<file path="src/rtl/video_timing_controller.sv">
// Raster timing generator: h/v position counters, IDLE/RUN/STOPPING sequencing and
// registered sync/visible strobes. Define VIDEO_TIMING_POSITION_EN to add x_o/y_o.
module video_timing_controller #(
  parameter int H_VISIBLE = 640,
  parameter int H_FRONT   = 16,
  parameter int H_SYNC    = 96,
  parameter int H_BACK    = 48,
  parameter int V_VISIBLE = 480,
  parameter int V_FRONT   = 10,
  parameter int V_SYNC    = 2,
  parameter int V_BACK    = 33,
  localparam int H_TOTAL  = H_VISIBLE + H_FRONT + H_SYNC + H_BACK,
  localparam int V_TOTAL  = V_VISIBLE + V_FRONT + V_SYNC + V_BACK,
  localparam int HW       = $clog2(H_TOTAL),
  localparam int VW       = $clog2(V_TOTAL)
) (
  input  logic          clk_i,
  input  logic          rst_i,
  input  logic          pix_ce_i,
  input  logic          enable_i,
  output logic          running_o,
  output logic          visible_o,
  output logic          end_of_visible_line_o,
  output logic          end_of_frame_o,
  output logic          hsync_n_o,
`ifdef VIDEO_TIMING_POSITION_EN
  output logic          vsync_n_o,
  output logic [HW-1:0] x_o,
  output logic [VW-1:0] y_o
`else
  output logic          vsync_n_o
`endif
);

  localparam logic [HW-1:0] H_VIS_C  = HW'(H_VISIBLE);
  localparam logic [HW-1:0] H_LAST_C = HW'(H_TOTAL - 1);
  localparam logic [HW-1:0] HS_BEG_C = HW'(H_VISIBLE + H_FRONT);
  localparam logic [HW-1:0] HS_END_C = HW'(H_VISIBLE + H_FRONT + H_SYNC);
  localparam logic [VW-1:0] V_VIS_C  = VW'(V_VISIBLE);
  localparam logic [VW-1:0] V_LAST_C = VW'(V_TOTAL - 1);
  localparam logic [VW-1:0] VS_BEG_C = VW'(V_VISIBLE + V_FRONT);
  localparam logic [VW-1:0] VS_END_C = VW'(V_VISIBLE + V_FRONT + V_SYNC);

  typedef enum logic [1:0] {IDLE, RUN, STOPPING} state_t;

  state_t        state_q, state_d;
  logic [HW-1:0] h_q, h_d;
  logic [VW-1:0] v_q, v_d;
  logic          last_h, last_v, active;
  logic          run_d, vis_d, eol_d, eof_d, hs_n_d, vs_n_d;

  assign last_h = (h_q == H_LAST_C);
  assign last_v = (v_q == V_LAST_C);
  assign active = (state_q != IDLE);

  // Next state and next raster position for a ce cycle.
  always_comb begin
    state_d = state_q;
    h_d     = h_q;
    v_d     = v_q;
    unique case (state_q)
      IDLE: begin
        h_d = '0;
        v_d = '0;
        if (enable_i) state_d = RUN;
      end
      RUN, STOPPING: begin
        h_d = last_h ? '0 : h_q + HW'(1);
        if (last_h) v_d = last_v ? '0 : v_q + VW'(1);
        if (state_q == RUN) begin
          if (!enable_i) state_d = STOPPING;
        end else if (enable_i) begin
          // re-enable resumes the current raster rather than restarting it
          state_d = RUN;
        end else if (last_h && last_v) begin
          state_d = IDLE;
        end
      end
      default: state_d = IDLE;
    endcase
  end

  // Strobe decode of the current (pre-increment) position; idle values outside a frame.
  always_comb begin
    run_d  = (state_d != IDLE);
    vis_d  = active && (h_q <  H_VIS_C) && (v_q < V_VIS_C);
    eol_d  = active && (h_q == H_VIS_C) && (v_q < V_VIS_C);
    eof_d  = active && (h_q == '0)      && (v_q == V_VIS_C);
    hs_n_d = !(active && (h_q >= HS_BEG_C) && (h_q < HS_END_C));
    vs_n_d = !(active && (v_q >= VS_BEG_C) && (v_q < VS_END_C));
  end

  always_ff @(posedge clk_i or posedge rst_i) begin
    if (rst_i) begin
      state_q <= IDLE;
      h_q     <= '0;
      v_q     <= '0;
    end else if (pix_ce_i) begin
      state_q <= state_d;
      h_q     <= h_d;
      v_q     <= v_d;
    end
  end

  always_ff @(posedge clk_i or posedge rst_i) begin
    if (rst_i) begin
      running_o             <= 1'b0;
      visible_o             <= 1'b0;
      end_of_visible_line_o <= 1'b0;
      end_of_frame_o        <= 1'b0;
      hsync_n_o             <= 1'b1;
      vsync_n_o             <= 1'b1;
    end else if (pix_ce_i) begin
      running_o             <= run_d;
      visible_o             <= vis_d;
      end_of_visible_line_o <= eol_d;
      end_of_frame_o        <= eof_d;
      hsync_n_o             <= hs_n_d;
      vsync_n_o             <= vs_n_d;
    end
  end

`ifdef VIDEO_TIMING_POSITION_EN
  always_ff @(posedge clk_i or posedge rst_i) begin
    if (rst_i) begin
      x_o <= '0;
      y_o <= '0;
    end else if (pix_ce_i) begin
      x_o <= active ? h_q : '0;
      y_o <= active ? v_q : '0;
    end
  end
`endif

endmodule
</file>
<file path="config.mk">
export PLATFORM = sky130hd
export DESIGN_NAME = video_timing_controller
export DESIGN_NICKNAME = d
export VERILOG_FILES = /design/src/rtl/video_timing_controller.sv
export SDC_FILE = /design/constraint.sdc
export NUM_CORES = 1
export LEC_CHECK = 0
export CAP_MARGIN = 25
export CORE_MARGIN = 2
export CORE_UTILIZATION = 50
export CTS_BUF_LIST = sky130_fd_sc_hd__clkbuf_16
export DETAILED_ROUTE_END_ITERATION = 6
export HOLD_SLACK_MARGIN = 0.15
export PLACE_DENSITY = 0.73
export SLEW_MARGIN = 20
export SYNTH_ARGS = -nofsm -noshare
export SYNTH_HDL_FRONTEND = slang
export SYNTH_SLANG_ARGS = --single-unit
</file>
<file path="constraint.sdc">
create_clock -name clk_i -period 1.83 [get_ports clk_i]
set_input_delay 0.366 -clock clk_i [delete_from_list [all_inputs] [get_ports clk_i]]
set_output_delay 0.366 -clock clk_i [all_outputs]
set_load 0.005 [all_outputs]
</file>
==> results of run 1 <==
==> report_power, final <==
part	leakage (nW)	internal, W	switching, W
Combinational	0.643	0.000942	0.00100
Clock	0.0385	0.000293	0.000204
Sequential	0.368	0.000736	0.0000939
==> cell usage after synthesis, types with 2 or more instances <==
cell type | count | share of area [%]
or4_1 | 3 | 1.3
dfrtp_1 | 26 | 37
nand2b_1 | 3 | 1.1
o22ai_1 | 2 | 0.72
nor4_1 | 4 | 1.4
a31oi_1 | 8 | 2.9
nor2_1 | 10 | 2.2
ha_1 | 7 | 5.0
nor2b_1 | 2 | 0.72
nand3b_1 | 3 | 1.3
a21oi_1 | 4 | 1.1
buf_6 | 2 | 1.3
dfstp_2 | 2 | 3.0
o21ai_1 | 6 | 1.7
o31ai_1 | 4 | 1.7
nand4_1 | 7 | 2.5
or3_1 | 4 | 1.4
clkbuf_1 | 6 | 1.3
a21o_1 | 2 | 0.86
and3_1 | 3 | 1.1
nor3_1 | 3 | 0.86
o32ai_1 | 2 | 1.0
o21ai_0 | 13 | 3.7
nand3_1 | 12 | 3.4
inv_1 | 15 | 3.2
nand2_1 | 25 | 5.4
a21o_2 | 2 | 1.0
==> metrics by stage <==
stage	worst slack, ns	area [µm²]
6_report	-0.199	2410
5_1_grt	-0.290	2410
3_5_place_dp	-0.202	2100
4_1_cts	-0.144	2250
2_1_floorplan	-0.0645	1750
3_3_place_gp	-0.121	2100
==> layer usage <==
metal  part of all wire, %  GRT usage, %
met1                    39          31.3
met2                    49          40.7
met3                   7.6          2.52
met4                   3.7          9.72
met5                     0             0
==> worst max-delay path: stages, from the launching register on <==
cell	delay [ns]
dfrtp_1	0.39
inv_2	0.09
ha_4	0.15
or4bb_4	0.48
or3_4	0.34
or2_1	0.25
o21ai_1	0.13
o21ai_1	0.08
==> placed cells by master, fill, tap and decap left out, drive strengths merged, types with 3 or more instances in the layout <==
cell type,count
a21oi,4
o31ai,6
clkdlybuf4s50,9
nor4,4
buf,45
dfrtp,26
o21ai,19
clkbuf,3
nand4,7
and3,3
nor2,11
inv,15
or4,3
a31oi,8
nor3,3
or3,4
nand2,26
ha,7
nand2b,3
a21o,4
nand3,12
nand3b,3
==> sequential cells by signal, indices dropped and copies added, names as in the netlist <==
name,count
visible_o,1
v_q,10
end_of_visible_line_o,1
h_q,10
hsync_n_o,1
running_o,1
end_of_frame_o,1
state_q,2
vsync_n_o,1
==> kinds of logic (layout without fill, tap and decap cells) <==
| logic type | count (synthesis) | after routing | synth area share [%] |
|---|---|---|---|
| and+or+nand+nor | 87 | 87 | 27.1 |
| AOI/OAI and AO/OA | 53 | 53 | 21.2 |
| DFF | 28 | 28 | 40.4 |
| buffers and inverters | 24 | 74 | 6.32 |
| adders and majority gates | 7 | 7 | 5.03 |
==> worst paths after layout <==
kind	from	to	slack, ns	cells after the start
worst max-delay path	v_q[1]	state_q[0]	-0.20	7
max in group asynchronous	rst_i	hsync_n_o	1.06	3
worst min register to register	hsync_n_o	hsync_n_o	0.49	2
worst min-delay path	rst_i	end_of_visible_line_o	0.46	3
min in group clk_i	hsync_n_o	hsync_n_o	0.49	2
worst max register to register	v_q[1]	state_q[0]	-0.20	7
==> timing repair <==
| item | in CTS | in global routing |
|---|---|---|
| resized for setup | 11 | 21 |
| endpoints found under the setup margin | 13 | 16 |
| setup buffers | 4 | 7 |
| hold endpoints to repair | 0 | 0 |
| pin swaps | 7 | 13 |
==> final cells by class <==
class	instances	area (µm²)	share of cell area, %
clock buffers	3	75.1	3.12
clock inverters	1	3.75	0.156
inverters	16	65.1	2.70
multi-input cells	147	1060	44.2
flip-flops and latches	28	703	29.2
well taps	46	57.6	2.39
repair buffers	54	439	18.2
==> results.md, run 1 <==
- DRC: 0
- #FFs+latches synth: 28
- Drt via density: 6.35
- Crit Path Class: reg2reg
- RSZ-0062 raised after global routing: yes
- Total grt overflow: 0
- Drt pass-1 iters: 5
- Synth Cell Area: 1740 µm²
- Die Ht: 63.0 µm
- WL final: 5260 µm
- Max-Cap Viols: 0
- TritonCTS Buffers: 3
- VDD IR max: between 0.0008 and 0.0009 V
- Seq/Total Area, Yosys: about 40%
- CTS tree: built
- Syn avg cell area: between 8 and 9 µm²
- Die Wd: roughly 63 µm
- Wire per inst: 17.8 µm
- Crit path DAT: about 2.2 ns
- Yosys warning total: 0
- Final Net Count: between 200 and 300
- Crit-path max FO: 3
- IO Count: 10
- Startpoint types: flip-flop
- Antenna diodes: 0
- Final Hold Vio Count: 0
- Fmax: about 490 MHz
- H-tree depth: 1
- Violation count after the first detailed-routing iteration: between 100 and 150
- Overall Global Routing Usage: between 20% and 30%
- Failing checks: negative setup slack
- Tmin final: a little over 2 ns
- Initial antenna violation count: 0
- Post-DP HPWL: about 3200 µm
- Std-Cell Rows: 21
- Total number of vias: about 1900
- Leakage: 1.05 nW
- Final worst path period share: 111%
- Worst-Margin Slew: about 0.47 ns
- Share of layout cells above drive strength 1: roughly a third
- Non-filler cells, final: roughly 300
- Root buf cell: clkbuf_16
- Post-synth cell types: 46
- Dpl cells: 280
- Starting Density: between 50% and 60%
- Final ANT Viol Nets: 0
- Number of synthesized flops with an enable pin: 0
- Top FF cell, synth: dfrtp_1
- Core Util, Final: between 70% and 80%
- Area Growth Syn to Fin: 38.3%
- Clock sinks: 28
- Ys async rst share: 100%
- Fillers: between 200 and 250
- CP Capture Type: flip-flop
- Final count of negative-setup-slack endpoints: 14
- Port Buf Inserts: 9
- Bufs on Longest Clock Path: 2
- Clock transition at path regs: roughly 0.070 ns
- Largest net degree at the start of global routing: 29
- WP data required: between 1.5 and 2 ns
- Total Power: 0.00327 W
- Syn Nets: between 200 and 250
- Global-route wire length before repair: 7700 µm
- Setup TNS: -0.999 ns
- Max-slew violation count: 0
- Clk Latency, worst-skew pair: roughly 0.26 ns
- Gate Count Post-Synth: between 150 and 200
- Core Region: 3340 µm²
- PnR worst setup slack: -0.199 ns
- Pwr dens: 1360 nW/µm²
- Die ar.: about 4000 µm²
- WHS: 0.464 ns
- Max_slew headroom: about two thirds
- GP Congestion: between 0.8 and 0.9
- Hold Buf Count CTS: 0
- Vias in the first global route: 1729
- Outcome: finished with violations
- Min-delay worst type: in2async
- Setup Skew: 0.00322 ns
Note: power is estimated with default switching activity, not from simulation.
==> run 2: changes to the inputs <==
==> constraint.sdc (replaced) <==
create_clock -name clk_i -period 1.83 [get_ports clk_i]
set_input_delay 0.183 -clock clk_i [delete_from_list [all_inputs] [get_ports clk_i]]
set_output_delay 0.183 -clock clk_i [all_outputs]
set_load 0.005 [all_outputs]
==> results.md, run 2 (same netlist as run 1, synthesis figures left out) <==
- Outcome: finished with violations
- Failing checks: negative setup slack
- Setup Skew: between 0.003 and 0.004 ns
- Die Wd: between 60 and 70 µm
- Post-DP Area: roughly 2100 µm²
- Largest net degree at the start of global routing: 29
- Final count of negative-setup-slack endpoints: 8
- CTS tree: built
- Worst Setup SP: v_q[1]
- Drt via density: ~5.9
- Vias in the first global route: around 1600
- Share of layout cells above drive strength 1: a little under a third
- Max_slew headroom: roughly three quarters
- Violation count after the first detailed-routing iteration: about 120
- Crit-path max FO: 3
- VDD IR max: roughly 0.0008 V
- WL final: 4590 µm
- Tmin final: slightly below 2 ns
- Leakage: 1.02 nW
- Worst path slowest cell: or4bb_4
- Drt pass-1 iters: 5
- Min-delay worst type: in2async
- H-tree depth: 1
- DRC: 0
- Clock transition at path regs: approximately 0.07 ns
- Commonest cells after routing, fill and taps aside: 41 x buf_4, 26 x dfrtp_1, 23 x nand2_1
- Hold Buf Count CTS: 0
- Worst r2r src: v_q[1]
- Global-route wire length before repair: 7450 µm
- Clk Latency, worst-skew pair: approximately 0.27 ns
- Std-Cell Rows: 21
- Biggest regs: h_q (10), v_q (10), state_q (2)
- Wire per inst: around 16 µm
- Pwr dens: between 1000 and 1500 nW/µm²
- Starting Density: between 50 and 60%
- Port Buf Inserts: 9
- Worst-Margin Slew: approximately 0.37 ns
- Fmax: between 500 and 600 MHz
- Worst reg2reg path depth: 7
- WP data required: approximately 2.0 ns
- CP Capture Type: flip-flop
- Largest stage delay, worst path: approximately 0.47 ns
- RSZ-0062 raised after global routing: yes
- Die Ht: roughly 63 µm
- Most numerous cell on the critical path: o21ai_1
- IO Count: 10
- Bufs on Longest Clock Path: 2
- Die ar.: 3970 µm²
- Antenna diodes: 0
- Crit path DAT: roughly 2.1 ns
- Crit Path Class: reg2reg
- Total Power: around 0.0031 W
- GP Congestion: a little over 0.9
- Max-Cap Viols: 0
- Initial antenna violation count: 0
- Total grt overflow: 0
- Total number of vias: between 1500 and 2000
- Area Growth Syn to Fin: 33.0%
- Root buf cell: clkbuf_16
- Final Net Count: roughly 260
- Startpoint types: flip-flop
- TritonCTS Buffers: 3
- Post-route cell area: 2320 µm²
- Final Hold Vio Count: 0
- Final ANT Viol Nets: 0
- Post-DP HPWL: around 3000 µm
- Worst Path Buf+Inv: 1
- Core Region: roughly 3300 µm²
- Crit-path cells: inv_2, ha_4, or4bb_4, or3_4, or2_1, o21ai_1, o21ai_1
- Max-slew violation count: 0
- Overall Global Routing Usage: about a quarter
- Critical path's top delay family: simple AND/OR/NAND/NOR gates
- WP depth: 7
- Commonest non-fill, non-tap cell in the layout: buf_4
- Clock sinks: 28
- Final worst path period share: 108%
- PnR worst setup slack: -0.142 ns
[run 2: routing by layer]
| layer | track usage, % | part of all wire [%] |
|---|---|---|
| met2 | 38.2 | 48 |
| met1 | 31.7 | 44 |
| met5 | 0 | 0 |
| met4 | 8.33 | 1.7 |
| met3 | 3.42 | 5.7 |
[run 2: final cells by class]
cell class | count | area, µm²
inverters | 16 | 65.1
clock buffers | 3 | 75.1
fillers | 271 | 1020
repair buffers | 52 | 414
well taps | 46 | 57.6
clock inverters | 1 | 3.75
flip-flops and latches | 28 | 703
multi-input cells | 147 | 997
[run 2: repair_timing]
item                                    CTS  global route
hold endpoints to repair                  0             0
gates resized for setup                   8            12
buffers inserted                          2             7
pin swaps                                 6             6
endpoints found under the setup margin   13            19
[run 2: final timing paths]
check / endpoint / slack (ns)
setup / recovery: state_q[0] / -0.14
hold / removal: visible_o / 0.29
setup reg to reg: state_q[0] / -0.14
hold reg to reg: running_o / 0.49
max in group asynchronous: hsync_n_o / 1.22
min in group clk_i: running_o / 0.49
[run 2: power by group]
part / total [W] / internal [W] / switching (W)
clock network: 0.000506 / 0.000293 / 0.000213
logic: 0.00180 / 0.000871 / 0.000928
registers: 0.000811 / 0.000736 / 0.0000743
total: 0.00312 / 0.00190 / 0.00122
[run 2: per-stage QoR]
stage	setup slack, ns	cells	hold slack (ns)	util, %	TNS (ns)
floorplan	-0.0645	199	0.247	-	-0.129
global placement	-0.0642	280	0.481	63.0	-0.205
detailed placement	-0.128	280	0.479	63.0	-0.726
CTS	-0.113	286	0.320	66.6	-0.305
global route	-0.225	293	0.343	69.4	-1.39
finish	-0.142	293	0.295	69.4	-0.656
[run 2: tightest hold or removal path: stages]
cell	delay (ns)
clkdlybuf4s50_1	0.40
inv_1	0.06
buf_4	0.33
==> run 3: changes to the inputs <==
Settings changed: CELL_PAD_IN_SITES_DETAIL_PLACEMENT from default to 2, CELL_PAD_IN_SITES_GLOBAL_PLACEMENT from default to 2, CORE_UTILIZATION 50 to 33, PLACE_DENSITY 0.73 to 0.77.
==> results.md, run 3 (same netlist as run 1, synthesis figures left out) <==
- Pre-CTS WS: -0.237 ns
- Fillers: 548
- Root buf cell: clkbuf_16
- Outcome: finished with violations
- Drt via density: a little under 6
- Share of layout cells above drive strength 1: roughly two fifths
- Post-route cell area: between 2000 and 3000 µm²
- Worst reg2reg path depth: 8
- DRC: 0
- CP Capture Type: flip-flop
- Final worst path period share: 116%
- Crit path DAT: about 2.3 ns
- Non-filler cells, final: roughly 330
- Final Net Count: around 270
- Setup Skew: roughly 0.0094 ns
- Largest stage delay, worst path: between 0.4 and 0.5 ns
- Final ANT Viol Nets: 0
- Total Power: around 0.0038 W
- Wire per inst: 26.0 µm
- Fmax: between 400 and 500 MHz
- Total number of vias: about 1900
- Worst-Margin Slew: 0.443 ns
- H-tree depth: 1
- VDD IR max: approximately 0.00058 V
- PnR worst setup slack: -0.299 ns
- Failing checks: negative setup slack
- Violation count after the first detailed-routing iteration: approximately 140
- Commonest cells after routing, fill and taps aside: 45 x buf_4, 26 x dfrtp_1, 24 x nand2_1
- Worst path slowest cell: or4_4
- Die Wd: ~77 µm
- Reg2reg end: running_o
- Starting Density: 34.1%
- Global-route wire length before repair: ~11000 µm
- Commonest non-fill, non-tap cell in the layout: buf_4
- WL final: ~8500 µm
- Die ar.: about 6000 µm²
- Bufs on Longest Clock Path: 2
- Area Growth Syn to Fin: 47.3%
- Hold Buf Count CTS: 0
- Critical path's top delay family: simple AND/OR/NAND/NOR gates
- Clock sinks: 28
- Port Buf Inserts: 9
- Vias in the first global route: 2058
- Leakage: ~1.1 nW
- Overall Global Routing Usage: 25.3%
- Crit-path cells: inv_2, ha_4, or4_4, or3_4, buf_4, buf_6, o21ai_2, nand4_1
- Dpl cells: between 300 and 400
- Drt pass-1 iters: 5
- Post-DP Area: 2150 µm²
- CTS tree: built
- Reg2reg setup slack: -0.30 ns
- Min-delay worst type: in2async
- Crit Path Class: reg2reg
- Final count of negative-setup-slack endpoints: 21
- Max-slew violation count: 0
- GP Congestion: between 0.8 and 0.9
- Clock transition at path regs: about 0.08 ns
- Clk Latency, worst-skew pair: roughly 0.28 ns
- Pwr dens: 1480 nW/µm²
- RSZ-0062 raised after global routing: yes
- Crit-path max FO: 2
- Die Ht: between 70 and 80 µm
- IO Count: 10
- WP data required: approximately 2.0 ns
- Worst r2r src: state_q[0]
- Tmin final: 2.13 ns
- Startpoint types: flip-flop
- Total grt overflow: 0
- Biggest regs: h_q (10), v_q (10), state_q (2)
- Final Hold Vio Count: 0
- TritonCTS Buffers: 3
- Core Region: roughly 5100 µm²
- Worst Path Buf+Inv: 3
- Largest net degree at the start of global routing: 29
- WHS: a little over 0.3 ns
- Initial antenna violation count: 0
- Post-DP HPWL: 4660 µm
- Std-Cell Rows: 26
- Antenna diodes: 0
- Max-Cap Viols: 0
- Max_slew headroom: between 70% and 80%
run 3: worst max path at each step:
stage          startpoint    endpoint  cells after the start
5_1_grt        state_q[0]   running_o                      8
4_1_cts            v_q[1]  state_q[1]                      7
6_report       state_q[0]   running_o                      8
2_1_floorplan      h_q[7]  state_q[1]                      6
3_5_place_dp       v_q[1]  state_q[1]                      7
3_3_place_gp   state_q[0]  state_q[0]                      7
run 3: layer usage:
| metal | global-route usage, % | up-vias | wire [µm] | part of all wire [%] |
|---|---|---|---|---|
| met4 | 10.0 | 0 | 255 | 3.0 |
| met2 | 49.2 | 43 | 4640 | 55 |
| met1 | 28.2 | 1001 | 3390 | 40 |
| met3 | 2.12 | 16 | 185 | 2.2 |
| met5 | 0 | - | 0 | 0 |
| li1 | - | 845 | - | - |
run 3: repair_timing:
item | 4_1_cts | 5_1_grt
gates cloned | 0 | 1
setup endpoints to repair | 18 | 22
setup buffers | 5 | 10
gates resized for setup | 30 | 22
pin swaps | 14 | 11
run 3: power by group:
group | switching (W) | leakage (nW) | total (W) | internal, W
Combinational | 0.00132 | 0.709 | 0.00241 | 0.00109
Clock | 0.000253 | 0.0423 | 0.000548 | 0.000295
Sequential | 0.000114 | 0.368 | 0.000850 | 0.000736
Total | 0.00169 | 1.12 | 0.00380 | 0.00212
run 3: final cells by class:
class / count / area [µm²] / area share (%)
multi-input combinational: 147 / 1120 / 43.7
sequential: 28 / 703 / 27.4
timing repair buffer: 61 / 509 / 19.8
tap: 70 / 87.6 / 3.41
clock buffer: 3 / 75.1 / 2.93
inverter: 16 / 65.1 / 2.54
clock inverter: 1 / 3.75 / 0.146
run 3: worst reg2reg max path: stages (launching register included):
cell     delay, ns
dfrtp_1       0.38
inv_2         0.07
ha_4          0.18
or4_4         0.42
or3_4         0.39
buf_4         0.15
buf_6         0.11
o21ai_2       0.12
nand4_1       0.15
run 3: metrics by stage:
stage	util (%)	setup TNS, ns
floorplan	-	-0.129
global placement	42.0	-0.307
detailed placement	42.0	-1.51
CTS	46.6	-1.18
global route	50.2	-3.49
finish	50.2	-2.03
